## src/rtl/riscv_biu_arbiter.sv

```systemverilog
// Shared-bus arbiter for a RISC-V core: instruction-fetch and data ports
// share one single-outstanding bus, with round-robin on ties and an optional
// wait-cycle timeout.

package riscv_biu_pkg;

  // Access size carried on the data port and the shared bus
  typedef enum logic [1:0] {
    BIU_BYTE = 2'd0,
    BIU_HALF = 2'd1,
    BIU_WORD = 2'd2
  } biu_size_t;

endpackage

module riscv_biu_arbiter
  import riscv_biu_pkg::*;
#(
  parameter int unsigned XLEN    = 32,
  parameter int unsigned TIMEOUT = 64
) (
  input  logic            clk,
  input  logic            rstn,

  // Instruction-fetch requester
  input  logic            im_req,
  input  logic [XLEN-1:0] im_adr,
  output logic [XLEN-1:0] im_q,
  output logic            im_ack,
  output logic            im_err,

  // Data requester
  input  logic            dm_req,
  input  logic [XLEN-1:0] dm_adr,
  input  logic [XLEN-1:0] dm_d,
  input  logic            dm_we,
  input  biu_size_t       dm_size,
  output logic [XLEN-1:0] dm_q,
  output logic            dm_ack,
  output logic            dm_err,

  // Shared bus
  output logic            bus_req,
  output logic [XLEN-1:0] bus_adr,
  output logic [XLEN-1:0] bus_d,
  output logic            bus_we,
  output biu_size_t       bus_size,
  input  logic [XLEN-1:0] bus_q,
  input  logic            bus_ack,
  input  logic            bus_err
);

  // Counter wide enough to hold TIMEOUT; at least one bit when disabled
  localparam int unsigned CNT_W = (TIMEOUT == 0) ? 1 : $clog2(TIMEOUT + 1);
  localparam logic [CNT_W-1:0] CNT_MAX = CNT_W'(TIMEOUT);
  localparam logic             TO_EN   = (TIMEOUT != 0);

  localparam logic [1:0] S_IDLE    = 2'd0;
  localparam logic [1:0] S_IM_BUSY = 2'd1;
  localparam logic [1:0] S_DM_BUSY = 2'd2;

  localparam logic GNT_IM = 1'b0;
  localparam logic GNT_DM = 1'b1;

  logic [1:0]       state_q, state_d;
  logic             last_grant_q, last_grant_d;
  logic [CNT_W-1:0] cnt_q, cnt_d;

  logic             busy_c;
  logic             timeout_c;
  logic             done_c;

  // Read data is broadcast; only the ack/err qualifies it
  assign im_q = bus_q;
  assign dm_q = bus_q;

  // Completion qualifiers common to both BUSY states
  assign busy_c    = (state_q == S_IM_BUSY) || (state_q == S_DM_BUSY);
  assign timeout_c = busy_c && TO_EN && (cnt_q == CNT_MAX) && !bus_ack && !bus_err;
  assign done_c    = busy_c && (bus_ack || bus_err || timeout_c);

  // State, grant history and wait counter
  always_ff @(posedge clk or negedge rstn) begin
    if (!rstn) begin
      state_q      <= S_IDLE;
      last_grant_q <= GNT_IM;
      cnt_q        <= '0;
    end else begin
      state_q      <= state_d;
      last_grant_q <= last_grant_d;
      cnt_q        <= cnt_d;
    end
  end

  // Next-state, bus drive and completion routing
  always_comb begin
    state_d      = state_q;
    last_grant_d = last_grant_q;
    cnt_d        = cnt_q;
    bus_req      = 1'b0;
    bus_adr      = '0;
    bus_d        = '0;
    bus_we       = 1'b0;
    bus_size     = BIU_BYTE;
    im_ack       = 1'b0;
    im_err       = 1'b0;
    dm_ack       = 1'b0;
    dm_err       = 1'b0;

    case (state_q)
      S_IDLE: begin
        // Bus responses seen here are stale and dropped
        cnt_d = '0;
        if (im_req && dm_req) begin
          state_d = (last_grant_q == GNT_IM) ? S_DM_BUSY : S_IM_BUSY;
        end else if (im_req) begin
          state_d = S_IM_BUSY;
        end else if (dm_req) begin
          state_d = S_DM_BUSY;
        end
      end

      S_IM_BUSY: begin
        bus_req  = !timeout_c;
        bus_adr  = im_adr;
        bus_size = BIU_WORD;
        // Error wins when the slave raises ack and err together
        im_ack   = bus_ack && !bus_err;
        im_err   = bus_err || timeout_c;
        if (done_c) begin
          state_d      = S_IDLE;
          last_grant_d = GNT_IM;
          cnt_d        = '0;
        end else if (cnt_q != '1) begin
          cnt_d = cnt_q + CNT_W'(1);
        end
      end

      S_DM_BUSY: begin
        bus_req  = !timeout_c;
        bus_adr  = dm_adr;
        bus_d    = dm_d;
        bus_we   = dm_we;
        bus_size = dm_size;
        dm_ack   = bus_ack && !bus_err;
        dm_err   = bus_err || timeout_c;
        if (done_c) begin
          state_d      = S_IDLE;
          last_grant_d = GNT_DM;
          cnt_d        = '0;
        end else if (cnt_q != '1) begin
          cnt_d = cnt_q + CNT_W'(1);
        end
      end

      default: begin
        state_d = S_IDLE;
        cnt_d   = '0;
      end
    endcase
  end

endmodule

```

## config.mk

```make
export PLATFORM = sky130hd
export DESIGN_NAME = riscv_biu_arbiter
export DESIGN_NICKNAME = d
export VERILOG_FILES = /design/src/rtl/riscv_biu_arbiter.sv
export SDC_FILE = /design/constraint.sdc
export NUM_CORES = 1
export LEC_CHECK = 0
export ABC_AREA = 0
export CORE_AREA = 2 2 106 108
export DETAILED_ROUTE_END_ITERATION = 7
export DIE_AREA = 0 0 108 110
export SYNTH_ARGS = -nofsm -noshare
export SYNTH_HDL_FRONTEND = slang
export SYNTH_SLANG_ARGS = --single-unit
```

## constraint.sdc

```tcl
create_clock -name clk -period 4.2 [get_ports clk]
set_input_delay 0.42 -clock clk [delete_from_list [all_inputs] [get_ports clk]]
set_output_delay 0.42 -clock clk [all_outputs]
set_load 0.05 [all_outputs]
```

Word-level counts from Yosys, hierarchy flattened
Cells that the tools add are included.
- register bits after elaboration: 10
- output and inout bits: 136
- word-level logic and storage cells: 52
- add/sub/neg operators: 1
- eq/ne operators: 9
- muxes and demuxes: 21
- reductions and logical operators: 18
- operators by type and width (cell ; count):
    32-bit one-hot mux with 2 select lines ; 1
    32-bit two-way mux ; 1
    7-bit two-way mux ; 3
    2-bit two-way mux ; 5
    1-bit two-way mux ; 8
    2-bit one-hot mux with 2 select lines ; 2
    7-bit by 1-bit adder with 7-bit output, second input constant ; 1
    7-bit == test, second input constant ; 1
    7-bit != test, second input constant ; 1
    1-bit logical AND ; 6
    1-bit logical OR ; 4
    2-bit != test, second input constant ; 2
    4-bit != test, second input constant ; 1
    1-bit zero test ; 3
    3-bit by 1-bit != test with 1-bit output, second input constant ; 1
    3-bit AND reduction ; 1
    2-bit by 1-bit == test with 1-bit output, second input constant ; 1
    2-bit == test, second input constant ; 1
    2-bit zero test ; 1
    2-bit by 1-bit != test with 1-bit output, second input constant ; 1
    1-bit one-hot mux with 2 select lines ; 1
    2-bit AND reduction ; 1
    2-bit nonzero test ; 1
    2-bit OR reduction ; 1

Logic depth before layout (Yosys ltp)
Gate-level depths: netlist (run 1).
- depth after elaboration: 9
- mapped depth: 6

Worst setup path after synthesis (run 1)
No wires, ideal clock.
- path kind: flip-flop to output port
- start: register state_q[0]
- end: output dm_ack
- arrival time: 1.886 ns
- required time: 3.780 ns
- slack: 1.894 ns
- cell stages (with the launch flop): 5
- path buffers: 0
- path through: dfrtp_1 inv_1 ha_1 inv_1 nor3_1
- longest elaborated chain between the ends: 2
- RTL lines (what ; RTL line ; source):
    from (decl) ; 65 ; logic [1:0] state_q, state_d;
    from (signal assigned) ; 89 ; state_q <= state_d;
    2-bit == test ; 110 ; case (state_q)
    1-bit two-way mux ; 110 ;
    to (decl) ; 39 ; output logic dm_ack,
No other way between the ends.

Worst setup path in the final report (run 1)
- start: register state_q[0]
- end: output bus_adr[8]
- longest elaborated chain between the ends: 2
- elaborated cells between the ends (all ways): 3
- those cells by class: eq/ne: 2; mux: 1
- RTL lines (what ; RTL line ; source):
    2-bit == test / 2-bit by 1-bit == test with 1-bit output (equally long branches) ; 110 ;
    32-bit one-hot mux with 2 select lines * ; 110 ;
    to (decl) ; 44 ; output logic [XLEN-1:0] bus_adr,
Every way passes the cells marked *; elsewhere a longest branch is shown, timed or not.

==> results of run 1 <==
## where the power goes
part | leakage, nW | switching, mW | total, mW | internal, mW
clock | 0.0288 | 0.0380 | 0.120 | 0.0824
sequential | 0.133 | 0.0158 | 0.128 | 0.112
combinational | 1.06 | 0.856 | 1.36 | 0.507
## kinds of logic (layout without fill, tap and decap cells)
kind of cell / Yosys count / count (layout) / synth area share (%)
multiplexers: 1 / 1 / 0.575
AND/OR/NAND/NOR: 67 / 67 / 23.7
buffers and inverters: 84 / 191 / 32.2
flip-flops: 10 / 10 / 14.4
AO/OA/AOI/OAI: 56 / 56 / 25.6
adder cells (fa/ha/maj): 5 / 5 / 3.59
## state kept, by name (all words and copies together), names as in the netlist
| register | cells |
|---|---|
| cnt_q | 7 |
| last_grant_q | 1 |
| state_q | 2 |
## stage by stage
| step | utilization (%) | hold slack, ns |
|---|---|---|
| 4_1_cts | 30.2 | 0.534 |
| 2_1_floorplan | - | 0.124 |
| 6_report | 30.2 | 0.512 |
| 3_5_place_dp | 29.7 | 0.601 |
| 3_3_place_gp | 29.7 | 0.582 |
| 5_1_grt | 30.2 | 0.553 |
## metal layers
| metal | track usage, % | wire length, µm | vias to the layer above |
|---|---|---|---|
| met4 | 0.916 | 0 | 0 |
| met5 | 0 | 0 | - |
| li1 | - | - | 933 |
| met2 | 19.0 | 3490 | 132 |
| met1 | 10.8 | 2430 | 858 |
| met3 | 3.41 | 819 | 0 |
## critical path, cell delays in order, from the launching register on
cell	delay (ns)
dfrtp_1	0.40
inv_1	0.08
ha_1	0.33
and2_1	0.42
buf_4	0.34
a22o_1	0.18
clkdlybuf4s50_1	0.81
## how the worst max path moves through the flow
stage               start     endpoint  slack, ns  cells after the start
2_1_floorplan  state_q[0]       dm_ack       1.89                      4
3_3_place_gp   state_q[1]  bus_adr[24]       1.27                      6
3_5_place_dp   state_q[0]  bus_adr[30]       1.20                      6
4_1_cts        state_q[0]  bus_adr[30]       0.94                      6
5_1_grt        state_q[0]  bus_adr[24]       0.75                      6
6_report       state_q[0]   bus_adr[8]       0.97                      6
## layout by cell type, fill, tap and decap left out, drive strengths merged, types with 2 or more instances in the layout
| cell type | instances |
|---|---|
| a211o | 2 |
| a211oi | 3 |
| a21oi | 4 |
| a22o | 32 |
| a31oi | 4 |
| and2 | 36 |
| and4 | 2 |
| buf | 3 |
| clkbuf | 4 |
| clkdlybuf4s50 | 176 |
| dfrtp | 10 |
| ha | 5 |
| inv | 8 |
| nand2 | 4 |
| nand3 | 3 |
| nor2 | 6 |
| nor2b | 2 |
| nor3 | 4 |
| nor3b | 2 |
| o211ai | 2 |
| o21ai | 4 |
| or3 | 2 |
## cell type report
class | instances | area, µm²
Timing Repair Buffer | 179 | 1780
Sequential cell | 10 | 250
Inverter | 8 | 30.0
Multi-Input combinational cell | 129 | 933
Tap cell | 140 | 175
Fill cell | 1145 | 7470
Clock buffer | 4 | 55.1
==> reports/summary.txt, run 1 <==
top post-synthesis cells by area: buf_4 (28%), a22o_1 (16%), dfrtp_1 (14%)
min Tclk post-route: 3.23 ns
final slew viol count: 0
maxcap violations: 0
Core ar.: 10,700 µm²
fin crit share: 76.8%
WL final: 6730 µm
TritonCTS Buffers: 3
layout cell share with drive strength beyond 1: 3.64%
DR vias: 1,923
syn_area_per_cell: 7.81 µm²
flop-to-flop setup slack: 2.31 ns
Max Clock Freq: 0.310 GHz
asr flop ratio synth: 100%
final hold violations: 0
maximum clock insertion buffer count: 2
register bit total from synthesis: 10
Post-synth EDFFs: 0
antenna violations before repair: 0
Initial Utilization: 16.3%
CP Capture Type: output port
CTS clk-pin slew, worst paths: 0.05 ns
Synth cell types: 36
GRT Util Overall: 9.88%
number of cells after detailed placement: 466
top-count cell post-synth: buf_4
Mapped Cells: 223
status: complete, no violations
setup repair after global routing missed its margin: false
area leader, netlist: buf_4
top-area cell type share of the netlist area: 27.6%
total power: 1.61 mW
Vias/cell: 4.09
IO Pins: 273
Power Dens Cells: 499 nW/µm²
PnR worst setup slack: 0.974 ns
worst flop-to-flop path startpoint: state_q[0]
reg-to-reg endpoint: state_q[0]
worst hold path class: input pin to asynchronous set/reset pin
post_cts resized: 0
Cell Count, Final, Fillers Out: 470
ant diodes: 0
largest net degree at the start of global routing: 36
drt first-iter violations: 102
CTS H-tree lvls: 1
syn_nets: 365
Sink Count: 10
Die Span Y: 110 µm
Post-CTS Setup Bufs: 0
sequential share of the synthesized area: 14.4%
design area: 3230 µm²
depth of the worst register-to-register path: 5
Root Driver: clkbuf_8
first-pass GRT wire length: 9360 µm
Die ar.: 11,900 µm²
CTS tree: yes
Crit path arrival time: 2.81 ns
area grow syn2layout: 85.3%
VDD IR max: 0.000198 V
Residual DRC: 0
vias in the first global route: 1,866
HPWL Detailed: 5900 µm
ANT nets after route: 0
critical path fanouts, max: 23
crit path kind: flop to output port
drt pass-1 iters: 4
Worst EP required: 3.78 ns
Top FF cell, synth: dfrtp_1
Final Skew: 0.00819 ns
Rows: 38
Chip Width: 108 µm
max_slew headroom: 63.7%
critical path launch point type: flop
Mapped Area: 1740 µm²
Place WS: 1.20 ns
Worst-Skew Late Latency: 0.24 ns
worst slew pin tran: 0.541 ns
total grt overflow: 0
Final nets: 473
post-DR wirelength/cell: 14.3 µm
top cells by instance count after synthesis: buf_4 (64), and2_1 (36), a22o_1 (32)
Final TNS setup: 0 ns
IO Port Bufs: 176
LEAKAGE: 1.22 nW
Placed Area: 3170 µm²
hold buffers post-CTS: 0
RePlAce Congestion: 0.737
synth warn: 0
final setup violating endpoints: 0
No activity file was read; power rests on OpenSTA's default activity.
==> run 2, diff against run 1 <==
--- a/config.mk
+++ b/config.mk
@@ -6,9 +6,9 @@
 export NUM_CORES = 1
 export LEC_CHECK = 0
 export ABC_AREA = 0
-export CORE_AREA = 2 2 106 108
+export CORE_AREA = 2 2 104 106
 export DETAILED_ROUTE_END_ITERATION = 7
-export DIE_AREA = 0 0 108 110
+export DIE_AREA = 0 0 106 108
 export SYNTH_ARGS = -nofsm -noshare
 export SYNTH_HDL_FRONTEND = slang
 export SYNTH_SLANG_ARGS = --single-unit
==> constraint.sdc (replaced) <==
create_clock -name clk -period 3.4 [get_ports clk]
set_input_delay 0.34 -clock clk [delete_from_list [all_inputs] [get_ports clk]]
set_output_delay 0.34 -clock clk [all_outputs]
set_load 0.05 [all_outputs]
==> reports/summary.txt, run 2 (synthesized netlist as in run 1, its figures left out) <==
status: complete, no violations
sw frac: 52.7%
max reg flops: 7
Max Clock Freq: 0.351 GHz
switching power: 1.19 mW
setup repair after global routing missed its margin: false
Crit path arrival time: 2.51 ns
final hold violations: 0
largest net degree at the start of global routing: 36
final setup violating endpoints: 0
CTS H-tree lvls: 1
worst hold path class: input pin to asynchronous set/reset pin
ANT nets after route: 0
reg-to-reg endpoint: state_q[0]
ant diodes: 0
Die ar.: 11,400 µm²
CTS clk-pin slew, worst paths: 0.05 ns
Root Driver: clkbuf_8
critical path fanouts, max: 5
flop-to-flop setup slack: 1.56 ns
vias in the first global route: 2,026
Vias/cell: 4.22
Chip Width: 106 µm
final slew viol count: 0
Power Dens Cells: 642 nW/µm²
IO Pins: 273
drt first-iter violations: 113
crit path kind: flop to output port
drt pass-1 iters: 4
share of total power in the clock network: 5.5%
RePlAce Congestion: 0.735
Initial Utilization: 17.0%
layout cell share with drive strength beyond 1: 13.4%
Int Power: 1.07 mW
Rows: 37
antenna violations before repair: 0
post-DR wirelength/cell: 15.2 µm
most used cells in the layout excluding fill and tap cells: clkdlybuf4s50_1 (143), and2_1 (36), a22o_1 (32), buf_12 (32), dfrtp_1 (10)
Worst path slowest cell: clkdlybuf4s50_1
maxcap violations: 0
critical path launch point type: flop
Final Skew: 0.00237 ns
hold buffers post-CTS: 0
DR vias: 1,962
Worst EP required: 3.06 ns
Worst-Skew Late Latency: 0.24 ns
max_slew headroom: 61.1%
Post-CTS Setup Bufs: 0
total grt overflow: 0
GRT Util Overall: 11.6%
LEAKAGE: 1.37 nW
Final Util: 34.5%
Final nets: 473
Die Span Y: 108 µm
fin crit share: 83.9%
commonest non-fill, non-tap cell in the layout: clkdlybuf4s50_1
first-pass GRT wire length: 10,500 µm
Regs by FF count: cnt_q x7, state_q x2, last_grant_q x1
VDD IR max: 0.000254 V
post_cts resized: 0
HPWL Detailed: 6110 µm
Top reg by flops: cnt_q
combinational fraction of design power: 87.6%
Core ar.: 10,200 µm²
Sink Count: 10
worst slew pin tran: 0.580 ns
CP Capture Type: output port
TritonCTS Buffers: 3
worst-path cell chain: inv_1 > ha_1 > nor4b_2 > a41oi_1 > nor2b_1 > clkdlybuf4s50_1
worst flop-to-flop path startpoint: state_q[0]
maximum clock insertion buffer count: 2
CTS tree: yes
min Tclk post-route: 2.85 ns
IO Port Bufs: 176
Residual DRC: 0
Sequential Power Share: 7.0%
WL final: 7060 µm
Final TNS setup: 0 ns
area grow syn2layout: 103%
depth of the worst register-to-register path: 5
slowest stage delay, CP: 0.81 ns
fill count: 1,049
[run 2: routing by layer]
metal  up-vias  share of wire [%]  wire [µm]  track usage, %
met2       130                 56       3980            23.6
met5         -                  0          0               0
met1       899                 32       2240            10.8
li1        928                  -          -               -
met4         0               0.54         38            2.07
met3         5                 11        804            4.88
[run 2: final cells by class]
| class | count | area, µm² | share of cell area [%] |
|---|---|---|---|
| clock buffers | 3 | 41.3 | 1.17 |
| inverters | 8 | 30.0 | 0.851 |
| repair buffers | 179 | 2100 | 59.6 |
| multi-input cells | 129 | 933 | 26.5 |
| flip-flops and latches | 10 | 250 | 7.09 |
| well taps | 136 | 170 | 4.82 |
[run 2: critical path, delay by kind of cell (launching register included)]
family	cells	cell delay [ns]
adder cells (fa/ha/maj)	1	0.17
buffers and inverters	2	0.90
AND/OR/NAND/NOR	2	0.59
AO/OA/AOI/OAI	1	0.22
flip-flops	1	0.40
[run 2: per-stage QoR]
step	std cells	setup slack (ns)	instance area, µm²	hold WS, ns	power, mW
CTS	465	0.541	3530	0.466	2.29
floorplan	223	1.17	1740	0.0444	1.46
finish	465	0.547	3530	0.454	2.26
global placement	462	0.852	3490	0.574	2.15
global route	465	0.326	3530	0.486	2.38
detailed placement	462	0.800	3490	0.595	2.16
[run 2: worst max-delay path by stage]
stage / startpoint / to / slack, ns / depth (start not counted)
floorplan: state_q[0] / dm_ack / 1.17 / 4
detailed placement: cnt_q[0] / im_err / 0.80 / 6
global placement: cnt_q[0] / im_err / 0.85 / 6
CTS: cnt_q[0] / im_err / 0.54 / 6
finish: cnt_q[0] / im_err / 0.55 / 6
global route: cnt_q[0] / im_err / 0.33 / 6
[run 2: power groups by stage]
stage | logic, mW | registers, mW | clock network [mW]
final | 1.98 | 0.158 | 0.124
after floorplan | 1.31 | 0.154 | 0
after global placement | 1.99 | 0.158 | 0
after CTS | 2.00 | 0.158 | 0.130
after global routing | 2.08 | 0.161 | 0.139
after detailed placement | 2.00 | 0.160 | 0
